--- src/rtl/state_controller.sv ---
// ----------------------------------------------------------------------------
// state_controller
//   AHB-Lite slave control FSM for the USB endpoint register block. Samples
//   the address phase, decodes the 7-bit address map and drives the data
//   phase: buffer strobes, transfer size and hready/hresp. All outputs are
//   registered, so the response appears one cycle after the address phase.
//
//   state | meaning
//   ------+-----------------------------------------------------------
//   IDLE  | no transfer in data phase
//   WRITE | legal write in data phase (strobe only for buffer range)
//   READ  | legal read in data phase (strobe only for buffer range)
//   ERROR | one-cycle error response; inputs sampled here are ignored
//
// Ports
//   clk            in   system clock, rising edge
//   nRst           in   asynchronous reset, active-high (despite the name)
//   haddr[6:0]     in   AHB address
//   htrans[1:0]    in   AHB transfer type, 00 = no transfer
//   hsize[1:0]     in   AHB size, 11 is illegal
//   hwrite         in   1 = write, 0 = read
//   hsel           in   slave select
//   state[1:0]     out  00 IDLE, 01 WRITE, 10 READ, 11 ERROR
//   storeTxData    out  write strobe into the data buffer
//   getRxData      out  read strobe from the data buffer
//   hresp          out  1 = ERROR response
//   hready         out  0 = stall
//   dataSize[1:0]  out  hsize of the current data phase
//   bufferReserved out  strobe activity delayed by one cycle
// ----------------------------------------------------------------------------
module state_controller (
  input  logic       clk,
  input  logic       nRst,
  input  logic [6:0] haddr,
  input  logic [1:0] htrans,
  input  logic [1:0] hsize,
  input  logic       hwrite,
  input  logic       hsel,
  output logic [1:0] state,
  output logic       storeTxData,
  output logic       getRxData,
  output logic       hresp,
  output logic       hready,
  output logic [1:0] dataSize,
  output logic       bufferReserved
);

  typedef enum logic [1:0] {
    IDLE  = 2'b00,
    WRITE = 2'b01,
    READ  = 2'b10,
    ERROR = 2'b11
  } state_t;

  state_t     cur_state;
  state_t     nxt_state;
  logic       nxt_store;
  logic       nxt_get;
  logic [1:0] nxt_size;

  logic valid_req;
  logic in_buffer;
  logic in_status;
  logic unmapped;
  logic err_req;

  // Address decode: 0x00-0x3F buffer, 0x40-0x47 status, 0x48 control,
  // 0x49-0x7F unmapped.
  assign valid_req = hsel && (htrans != 2'b00);
  assign in_buffer = (haddr[6] == 1'b0);
  assign in_status = (haddr[6:3] == 4'b1000);
  assign unmapped  = (haddr > 7'h48);
  assign err_req   = (hsize == 2'b11) || (hwrite && in_status) || unmapped;

  always_comb begin
    nxt_state = IDLE;
    nxt_store = 1'b0;
    nxt_get   = 1'b0;
    nxt_size  = dataSize;
    // ERROR always returns to IDLE and ignores the bus, including hsize.
    if (cur_state != ERROR && valid_req) begin
      nxt_size = hsize;
      if (err_req) begin
        nxt_state = ERROR;
      end else if (hwrite) begin
        nxt_state = WRITE;
        nxt_store = in_buffer;
      end else begin
        nxt_state = READ;
        nxt_get   = in_buffer;
      end
    end
  end

  always_ff @(posedge clk or posedge nRst) begin
    if (nRst) begin
      cur_state      <= IDLE;
      storeTxData    <= 1'b0;
      getRxData      <= 1'b0;
      hresp          <= 1'b0;
      hready         <= 1'b1;
      dataSize       <= 2'b00;
      bufferReserved <= 1'b0;
    end else begin
      cur_state      <= nxt_state;
      storeTxData    <= nxt_store;
      getRxData      <= nxt_get;
      hresp          <= (nxt_state == ERROR);
      hready         <= (nxt_state != ERROR);
      dataSize       <= nxt_size;
      bufferReserved <= storeTxData | getRxData;
    end
  end

  assign state = cur_state;

endmodule

--- config.mk ---
export PLATFORM = sky130hd
export DESIGN_NAME = state_controller
export DESIGN_NICKNAME = d
export VERILOG_FILES = /design/src/rtl/state_controller.sv
export SDC_FILE = /design/constraint.sdc
export NUM_CORES = 1
export LEC_CHECK = 0
export CAP_MARGIN = 20
export CELL_PAD_IN_SITES_DETAIL_PLACEMENT = 1
export CELL_PAD_IN_SITES_GLOBAL_PLACEMENT = 2
export CORE_MARGIN = 3
export CORE_UTILIZATION = 21
export DETAILED_ROUTE_END_ITERATION = 8
export PLACE_DENSITY = 0.76
export SETUP_SLACK_MARGIN = 0.15
export SKIP_LAST_GASP = 1
export SLEW_MARGIN = 30
export SYNTH_ARGS = -nofsm -noshare
export SYNTH_HDL_FRONTEND = slang
export SYNTH_SLANG_ARGS = --single-unit
--- constraint.sdc ---
create_clock -name clk -period 2.3 [get_ports clk]
set_clock_uncertainty 0.05 [all_clocks]
set_input_delay 0.23 -clock clk [delete_from_list [all_inputs] [get_ports clk]]
set_output_delay 0.23 -clock clk [all_outputs]
set_load 0.005 [all_outputs]
; ---- Yosys cells after proc, flatten, opt, wreduce, memory -nomap -nowiden
; Index checks and enable logic that the tools add are counted.
[word_totals]
reg_bits = 9
inputBits = 15
output_inout_bits = 9
[op_classes]
n_reduce_logical = 6
order_cmp = 1
n_mux = 9
bitwise_logic = 2
eq_ne = 5
[op_table]
columns = operator, count
row1 = "7-bit > comparator, second input constant", 1
row2 = 1-bit two-way mux, 6
row3 = 2-bit two-way mux, 3
row4 = "2-bit == test, second input constant", 2
row5 = "4-bit == test, second input constant", 1
row6 = "2-bit inequality test, second input constant", 2
row7 = 1-bit logical AND, 3
row8 = 1-bit logical OR, 2
row9 = 2-bit nonzero test, 1
row10 = 1-bit inverter, 1
row11 = 1-bit OR, 1

; ---- Logic depth before layout (Yosys ltp)
; Gate-level depths: netlist of run 1.
[depth]
depth_word = 7
ltp_mapped = 3

; ---- Worst setup path after synthesis of run 1
; Ideal clock, no wire load.
[synth_timing]
path_type = flip-flop to flip-flop
start = register cur_state[0] (netlist: state[0])
end = register dataSize[0]
period_less_slack_ns = 1.064
t_arrival_ns = 0.889
slack_ns = 1.236
required_ns = 2.125
stages_incl_launch_ff = 4
setup_ns = 0.125
cell_sequence = dfrtp_1 -> nand2_1 -> o211ai_4 -> mux2_2
[synth_between]
elab_chain_len = 2
[synth_lines]
columns = element, line
row1 = from (decl), 55  ; state_t cur_state;
row2 = from (signal assigned), 105  ; cur_state <= nxt_state;
row3 = 2-bit inequality test, 81  ; if (cur_state != ERROR && valid_req) begin
row4 = 1-bit logical AND, 81
row5 = to (signal assigned), 110  ; dataSize <= nxt_size;
row6 = to (decl), 44  ; output logic [1:0] dataSize,
; Every way passes these cells.
; A chain may end at the register's enable or synchronous reset.

; ---- Worst setup path in the final report of run 1
[layout_timing]
start = register hready
end = output hready
[layout_lines]
columns = element, line
row1 = from (decl), 43  ; output logic hready,
row2 = from (signal assigned), 109  ; hready <= (nxt_state != ERROR);
; No word-level cell between the ends.

==> summary.md, run 1 <==
| Metric | Value |
|---|---|
| Status | finished clean |
| CTS resizes | 0 |
| Worst-Skew Late Latency | 0.25 ns |
| Worst hold margin | 0.187 ns |
| First-pass GRT wire length | 1.37 mm |
| Residual DRC | 0 |
| Die height | 48.6 µm |
| Pwr per Cell Area | 568 nW/µm² |
| Pre-CTS setup slack | 0.775 ns |
| Ant diodes | 0 |
| Synth Area in Adders | 0% |
| Global route overflow | 0 |
| Final ANT Viol Nets | 0 |
| Initial Util | 23.6% |
| Synth unique cells | 17 |
| CP startpoint kind | flip-flop |
| Post-synthesis compound-gate area fraction | 25.7% |
| Seq cells post-synth | 9 |
| Critical path, cell by cell | clkdlybuf4s50_1 |
| Synth Warn # | 0 |
| Max Buffers Root-to-Sink | 2 |
| Ports | 24 |
| Layout area overhead | 75.3% |
| Critical Path End Type | primary output |
| WP data arrival | 1.25 ns |
| Slew @ Worst Pin | 0.354 ns |
| Final Instance Area | 667 µm² |
| Max cap viols | 0 |
| Crit-path slowest cell | dfstp_2 |
| Top cells by area, synth | dfrtp_1 (53%), dfstp_2 (6.9%), mux2_2 (5.9%) |
| Core area | 1610 µm² |
| Number of port buffers | 23 |
| Die width | 48.6 µm |
| CTS buffer count | 3 |
| DIE AREA | 2360 µm² |
| Critical path's top delay family | flip-flops |
| DRT Pass-1 Iters | 2 |
| Final worst path period share | 66.4% |
| Via count | 336 |
| Hold Crit Class | input port to async pin |
| Final hold violations | 0 |
| XOR/XNOR Fraction of Synth Area | 0% |
| Synth top area share | 52.6% |
| Vias in the first global route | 317 |
| CTS H-tree lvls | 1 |
| Commonest non-fill, non-tap cell in the layout | clkdlybuf4s50_1 |
| WL per Instance | 10.1 µm |
| Post-Synthesis Cells | 30 |
| Global Route Usage Sum | 7.73% |
| Final wirelength | 821 µm |
| Most frequent cells in the layout | clkdlybuf4s50_1 (23), dfrtp_1 (8), a21oi_1 (3), inv_1 (3), clkbuf_4 (3) |
| Post-DP Area | 641 µm² |
| Final std cells w/o fill | 81 |
| Final Max Slew Viols | 0 |
| Crit-path max FO | 1 |
| CP peak stage delay | 0.51 ns |
| Largest net degree at the start of global routing | 10 |
| Worst slew margin | 75.8% |
| Post-CTS Setup Repair Bufs | 0 |
| Crit path required time | 2.02 ns |
| RSZ-0062 raised after global routing | false |
| Highest Clock Rate | 0.655 GHz |
| GP Congestion | 0.642 |
| Layout cells sized above 1 | 15.8% |
| CTS tree | yes |
| Main combinational cell family by area after synthesis | compound AO/OA/AOI/OAI gates |
| Clock transition at path regs | 0.06 ns |
| Via density | 4.15 |
| Mapped cell area | 380 µm² |
| CP bufs+invs | 1 |
| Final nets | 73 |
| Final min period | 1.53 ns |
| Placed cell count | 77 |
| Setup CP Type | flip-flop to primary output |
| Initial antenna violation count | 0 |
| Final WS setup | 0.772 ns |
| CTS Hold Bufs | 0 |
| Mux share of post-synthesis cell area | 5.92% |
| Starting DRT DRC Count | 1 |
| Yosys top cell by area | dfrtp_1 |
| Post-DP HPWL | 698 µm |
| Clock Sinks | 9 |
| CTS root buffer | clkbuf_4 |
| Seq/Total Area, Yosys | 59.5% |
| Setup_tns | 0 ns |
| Pleak | 0.278 nW |
| Peak supply drop | 224 µV |
| Synth Area in Simple Gates | 5.92% |
| Syn_nets | 45 |
| Average size of a mapped cell | 12.7 µm² |
| Site Rows | 14 |
| Setup-failing EPs final | 0 |
## cell type report
cell class / count / area, µm²
Clock buffer: 4 / 26.3
Fill cell: 186 / 945
Inverter: 3 / 11.3
Multi-Input combinational cell: 18 / 143
Sequential cell: 9 / 226
Tap cell: 24 / 30.0
Timing Repair Buffer: 23 / 230
## power breakdown
group / switching, mW / total [mW] / internal (mW) / leakage [nW]
Combinational: 0.0293 / 0.0857 / 0.0564 / 0.150
Sequential: 0.00563 / 0.178 / 0.173 / 0.113
Clock: 0.0481 / 0.114 / 0.0664 / 0.0150
Total: 0.0830 / 0.379 / 0.296 / 0.278
## metrics by stage
step	power (mW)	utilization, %
6_report	0.379	41.4
5_1_grt	0.404	41.4
4_1_cts	0.385	41.4
3_5_place_dp	0.268	39.8
3_3_place_gp	0.266	39.8
2_1_floorplan	0.207	-
## Yosys cell counts, drive strengths merged
master and n:
mux2 2, dfrtp 8, o21ai 2, o311a 1, o211ai 1, inv 3
nor2b 1, a21o 1, a31oi 1, nand2 1, a2111oi 2, or2 2
dfstp 1, a21oi 4
## registers in the layout (all words and copies together), names as in the netlist
| signal | flops |
|---|---|
| storeTxData | 1 |
| state | 2 |
| bufferReserved | 1 |
| dataSize | 2 |
| getRxData | 1 |
| hready | 1 |
| hresp | 1 |
## worst register-to-register path, stage by stage, from the launching register on
cell and delay (ns):
dfrtp_1 0.35, nand2_1 0.08, o211ai_4 0.13, mux2_2 0.38
## worst paths after layout
kind                                  startpoint                  endpoint  slack [ns]  depth (start not counted)
hold reg to reg            storeTxData$_DFF_PP0_  bufferReserved$_DFF_PP0_        0.41                          1
min in group clk           storeTxData$_DFF_PP0_  bufferReserved$_DFF_PP0_        0.41                          1
setup / recovery                hready$_DFF_PP1_                    hready        0.77                          1
setup reg to reg              state[1]$_DFF_PP0_   dataSize[1]$_DFFE_PP0P_        1.19                          3
max in group asynchronous                   nRst          hready$_DFF_PP1_        1.73                          2
hold / removal                              nRst        state[1]$_DFF_PP0_        0.19                          2
## metal layers
layer	vias up	track usage, %	part of all wire, %
met5	-	0	0
met4	0	4.27	0
met3	0	3.99	8.3
met2	16	11.2	46
met1	153	9.14	46
li1	167	-	-
## logic make-up (layout without fill, tap and decap cells)
family,count (synthesis),after routing
AO/OA/AOI/OAI,12,12
buffers and inverters,3,30
flip-flops,9,9
multiplexers,2,2
AND/OR/NAND/NOR,4,4
Note: power is estimated with default switching activity, not from simulation.
==> inputs of run 2 (changes only) <==
--- a/config.mk
+++ b/config.mk
@@ -9,9 +9,9 @@
 export CELL_PAD_IN_SITES_DETAIL_PLACEMENT = 1
 export CELL_PAD_IN_SITES_GLOBAL_PLACEMENT = 2
 export CORE_MARGIN = 3
-export CORE_UTILIZATION = 21
+export CORE_UTILIZATION = 19
 export DETAILED_ROUTE_END_ITERATION = 8
-export PLACE_DENSITY = 0.76
+export PLACE_DENSITY = 0.7
 export SETUP_SLACK_MARGIN = 0.15
 export SKIP_LAST_GASP = 1
 export SLEW_MARGIN = 30
==> constraint.sdc (replaced) <==
create_clock -name clk -period 1.49 [get_ports clk]
set_clock_uncertainty 0.05 [all_clocks]
set_input_delay 0.149 -clock clk [delete_from_list [all_inputs] [get_ports clk]]
set_output_delay 0.149 -clock clk [all_outputs]
set_load 0.005 [all_outputs]
==> summary.md, run 2 (synthesis gave the netlist of run 1 again) <==
| Metric | Value |
|---|---|
| Final worst path period share | 87.7% |
| Clock transition at path regs | 0.06 ns (about the same) |
| Initial antenna violation count | 0 (unchanged) |
| WP data arrival | 1.11 ns (-0.14 ns) |
| Metal1 wirelength | 383 µm (+1.1%) |
| Final WS setup | 0.183 ns (-0.589 ns) |
| CTS tree | yes |
| Final ANT Viol Nets | 0 (unchanged) |
| Uppermost layer routed | met3 |
| RSZ-0062 raised after global routing | true |
| Pwr per Cell Area | 857 nW/µm² (+51%) |
| Internal power | 0.458 mW (+55%) |
| Max Buffers Root-to-Sink | 2 (unchanged) |
| First-pass GRT wire length | 1.41 mm (+3.5%) |
| Sequential share of power | 46.7% (-0.4 points) |
| CTS root buffer | clkbuf_4 |
| Peak supply drop | 236 µV (+5.3%) |
| Fin util | 38.1% (-3.3 points) |
| Reg-to-reg endpoint | storeTxData$_DFF_PP0_ |
| Critical path, cell by cell | clkdlybuf4s50_1 |
| Layout cells sized above 1 | 18.6% (+2.9 points) |
| Met3 Wirelength | 99 µm (+46%) |
| Status | finished clean |
| Starting DRT DRC Count | 0 (-1) |
| Pleak | 0.314 nW (+13%) |
| DIE AREA | 2570 µm² (+9.2%) |
| Setup CP Type | flip-flop to primary output |
| Crit-path max FO | 2 (+1) |
| Via count | 353 (+5.1%) |
| WL per Instance | 10.8 µm (+6.6%) |
| Most frequent cells in the layout | clkdlybuf4s50_1 (20), dfrtp_1 (8), a21oi_1 (3), inv_1 (3), clkbuf_4 (3) |
| Site Rows | 15 (+1) |
| R2r worst-path depth | 4 (+1) |
| CP bufs+invs | 1 (unchanged) |
| Ant diodes | 0 (unchanged) |
| Die height | 50.7 µm (+4.5%) |
| Worst reg-to-reg setup slack | 0.26 ns (-0.93 ns) |
| Global Route Usage Sum | 7.81% (+0.079 points) |
| Number of port buffers | 23 (unchanged) |
| Worst-Skew Late Latency | 0.25 ns (about the same) |
| Critical path's top delay family | buffers and inverters |
| Switch share | 22.1% (+0.19 points) |
| CP startpoint kind | flip-flop |
| Slew @ Worst Pin | 0.359 ns (+0.00513 ns) |
| GP Congestion | 0.649 (+1.0%) |
| Reg2reg start | state[0]$_DFF_PP0_ |
| Global route overflow | 0 (unchanged) |
| Crit-path slowest cell | clkdlybuf4s50_1 |
| Highest Clock Rate | 0.765 GHz |
| Met2 WL post-DR | 425 µm (+14%) |
| Final min period | 1.31 ns |
| Psw | 0.130 mW (+57%) |
| Combinational Power Share | 23.1% (+0.5 points) |
| CTS H-tree lvls | 1 (unchanged) |
| Setup-failing EPs final | 0 (unchanged) |
| Setup_tns | 0 ns (unchanged) |
| Final Max Slew Viols | 0 (unchanged) |
| Max cap viols | 0 (unchanged) |
| CP peak stage delay | 0.51 ns (about the same) |
| Via density | 4.20 (+1.3%) |
| Core area | 1800 µm² (+12%) |
| Initial Util | 21.1% (-2.5 points) |
| Final nets | 75 (+2.7%) |
| Clock group share of total power | 30.2% (about the same) |
| Largest net degree at the start of global routing | 10 (unchanged) |
| Ports | 24 (unchanged) |
| Worst slew margin | 75.5% (-0.35 points) |
| Final wirelength | 908 µm (+11%) |
| CTS buffer count | 3 (unchanged) |
| Hold Crit Class | input port to async pin |
| Clock Sinks | 9 (unchanged) |
| Vias in the first global route | 325 (+2.5%) |
| Final hold violations | 0 (unchanged) |
| Crit path required time | 1.29 ns (-0.73 ns) |
| Pre-CTS setup slack | 0.0911 ns (-0.684 ns) |
| Critical Path End Type | primary output |
| DRT Pass-1 Iters | 1 (-1) |
| Layout area overhead | 80.6% |
| Commonest non-fill, non-tap cell in the layout | clkdlybuf4s50_1 |
| Die width | 50.7 µm (+4.5%) |
| Residual DRC | 0 (unchanged) |
| CTS Hold Bufs | 0 (unchanged) |
run 2: cell count changes in the layout (fill, tap and decap cells not counted):
cell	before	now
buf_4	0	2
clkdlybuf4s50_1	23	20
dlygate4sd2_1	0	1
dlymetal6s2s_1	0	2
run 2: worst max path at each step:
stage,from,depth (start not counted),to
2_1_floorplan,state[0]$_DFF_PP0_,3,dataSize[0]$_DFFE_PP0P_
3_3_place_gp,htrans[1],3,dataSize[1]$_DFFE_PP0P_
3_5_place_dp,haddr[0],4,state[1]$_DFF_PP0_
4_1_cts,state[0]$_DFF_PP0_,1,state[0]
5_1_grt,state[0]$_DFF_PP0_,1,state[0]
6_report,state[0]$_DFF_PP0_,1,state[0]
run 2: area by class of cell:
cell class                      count  area (µm²)
Timing Repair Buffer               25         249
Clock buffer                        4        26.3
Fill cell                         210        1110
Sequential cell                     9         226
Inverter                            3        11.3
Tap cell                           25        31.3
Multi-Input combinational cell     18         143
run 2: stage by stage:
step | power (mW) | hold slack, ns | std cells | instance area [µm²]
floorplan | 0.319 | -0.0738 | 30 | 380
global placement | 0.416 | 0.384 | 79 | 649
detailed placement | 0.418 | 0.383 | 79 | 649
CTS | 0.597 | 0.120 | 83 | 674
global route | 0.630 | 0.129 | 84 | 687
finish | 0.588 | 0.110 | 84 | 687
run 2: power groups by stage:
| stage | logic (mW) | registers, mW | clock network (mW) |
|---|---|---|---|
| after floorplan | 0.0376 | 0.282 | 0 |
| after global placement | 0.136 | 0.280 | 0 |
| after detailed placement | 0.138 | 0.280 | 0 |
| after CTS | 0.137 | 0.276 | 0.185 |
| after global routing | 0.146 | 0.277 | 0.207 |
| final | 0.136 | 0.275 | 0.178 |
run 2: metal layers:
| layer | vias to the layer above | global-route usage (%) |
|---|---|---|
| li1 | 168 | - |
| met4 | 0 | 5.38 |
| met5 | - | 0 |
| met2 | 17 | 11.5 |
| met3 | 0 | 4.15 |
| met1 | 168 | 8.51 |
run 2: repair_timing:
item	4_1_cts	5_1_grt
setup endpoints to repair	1	3
pin swaps	0	0
setup buffers	0	1
gates resized for setup	1	2
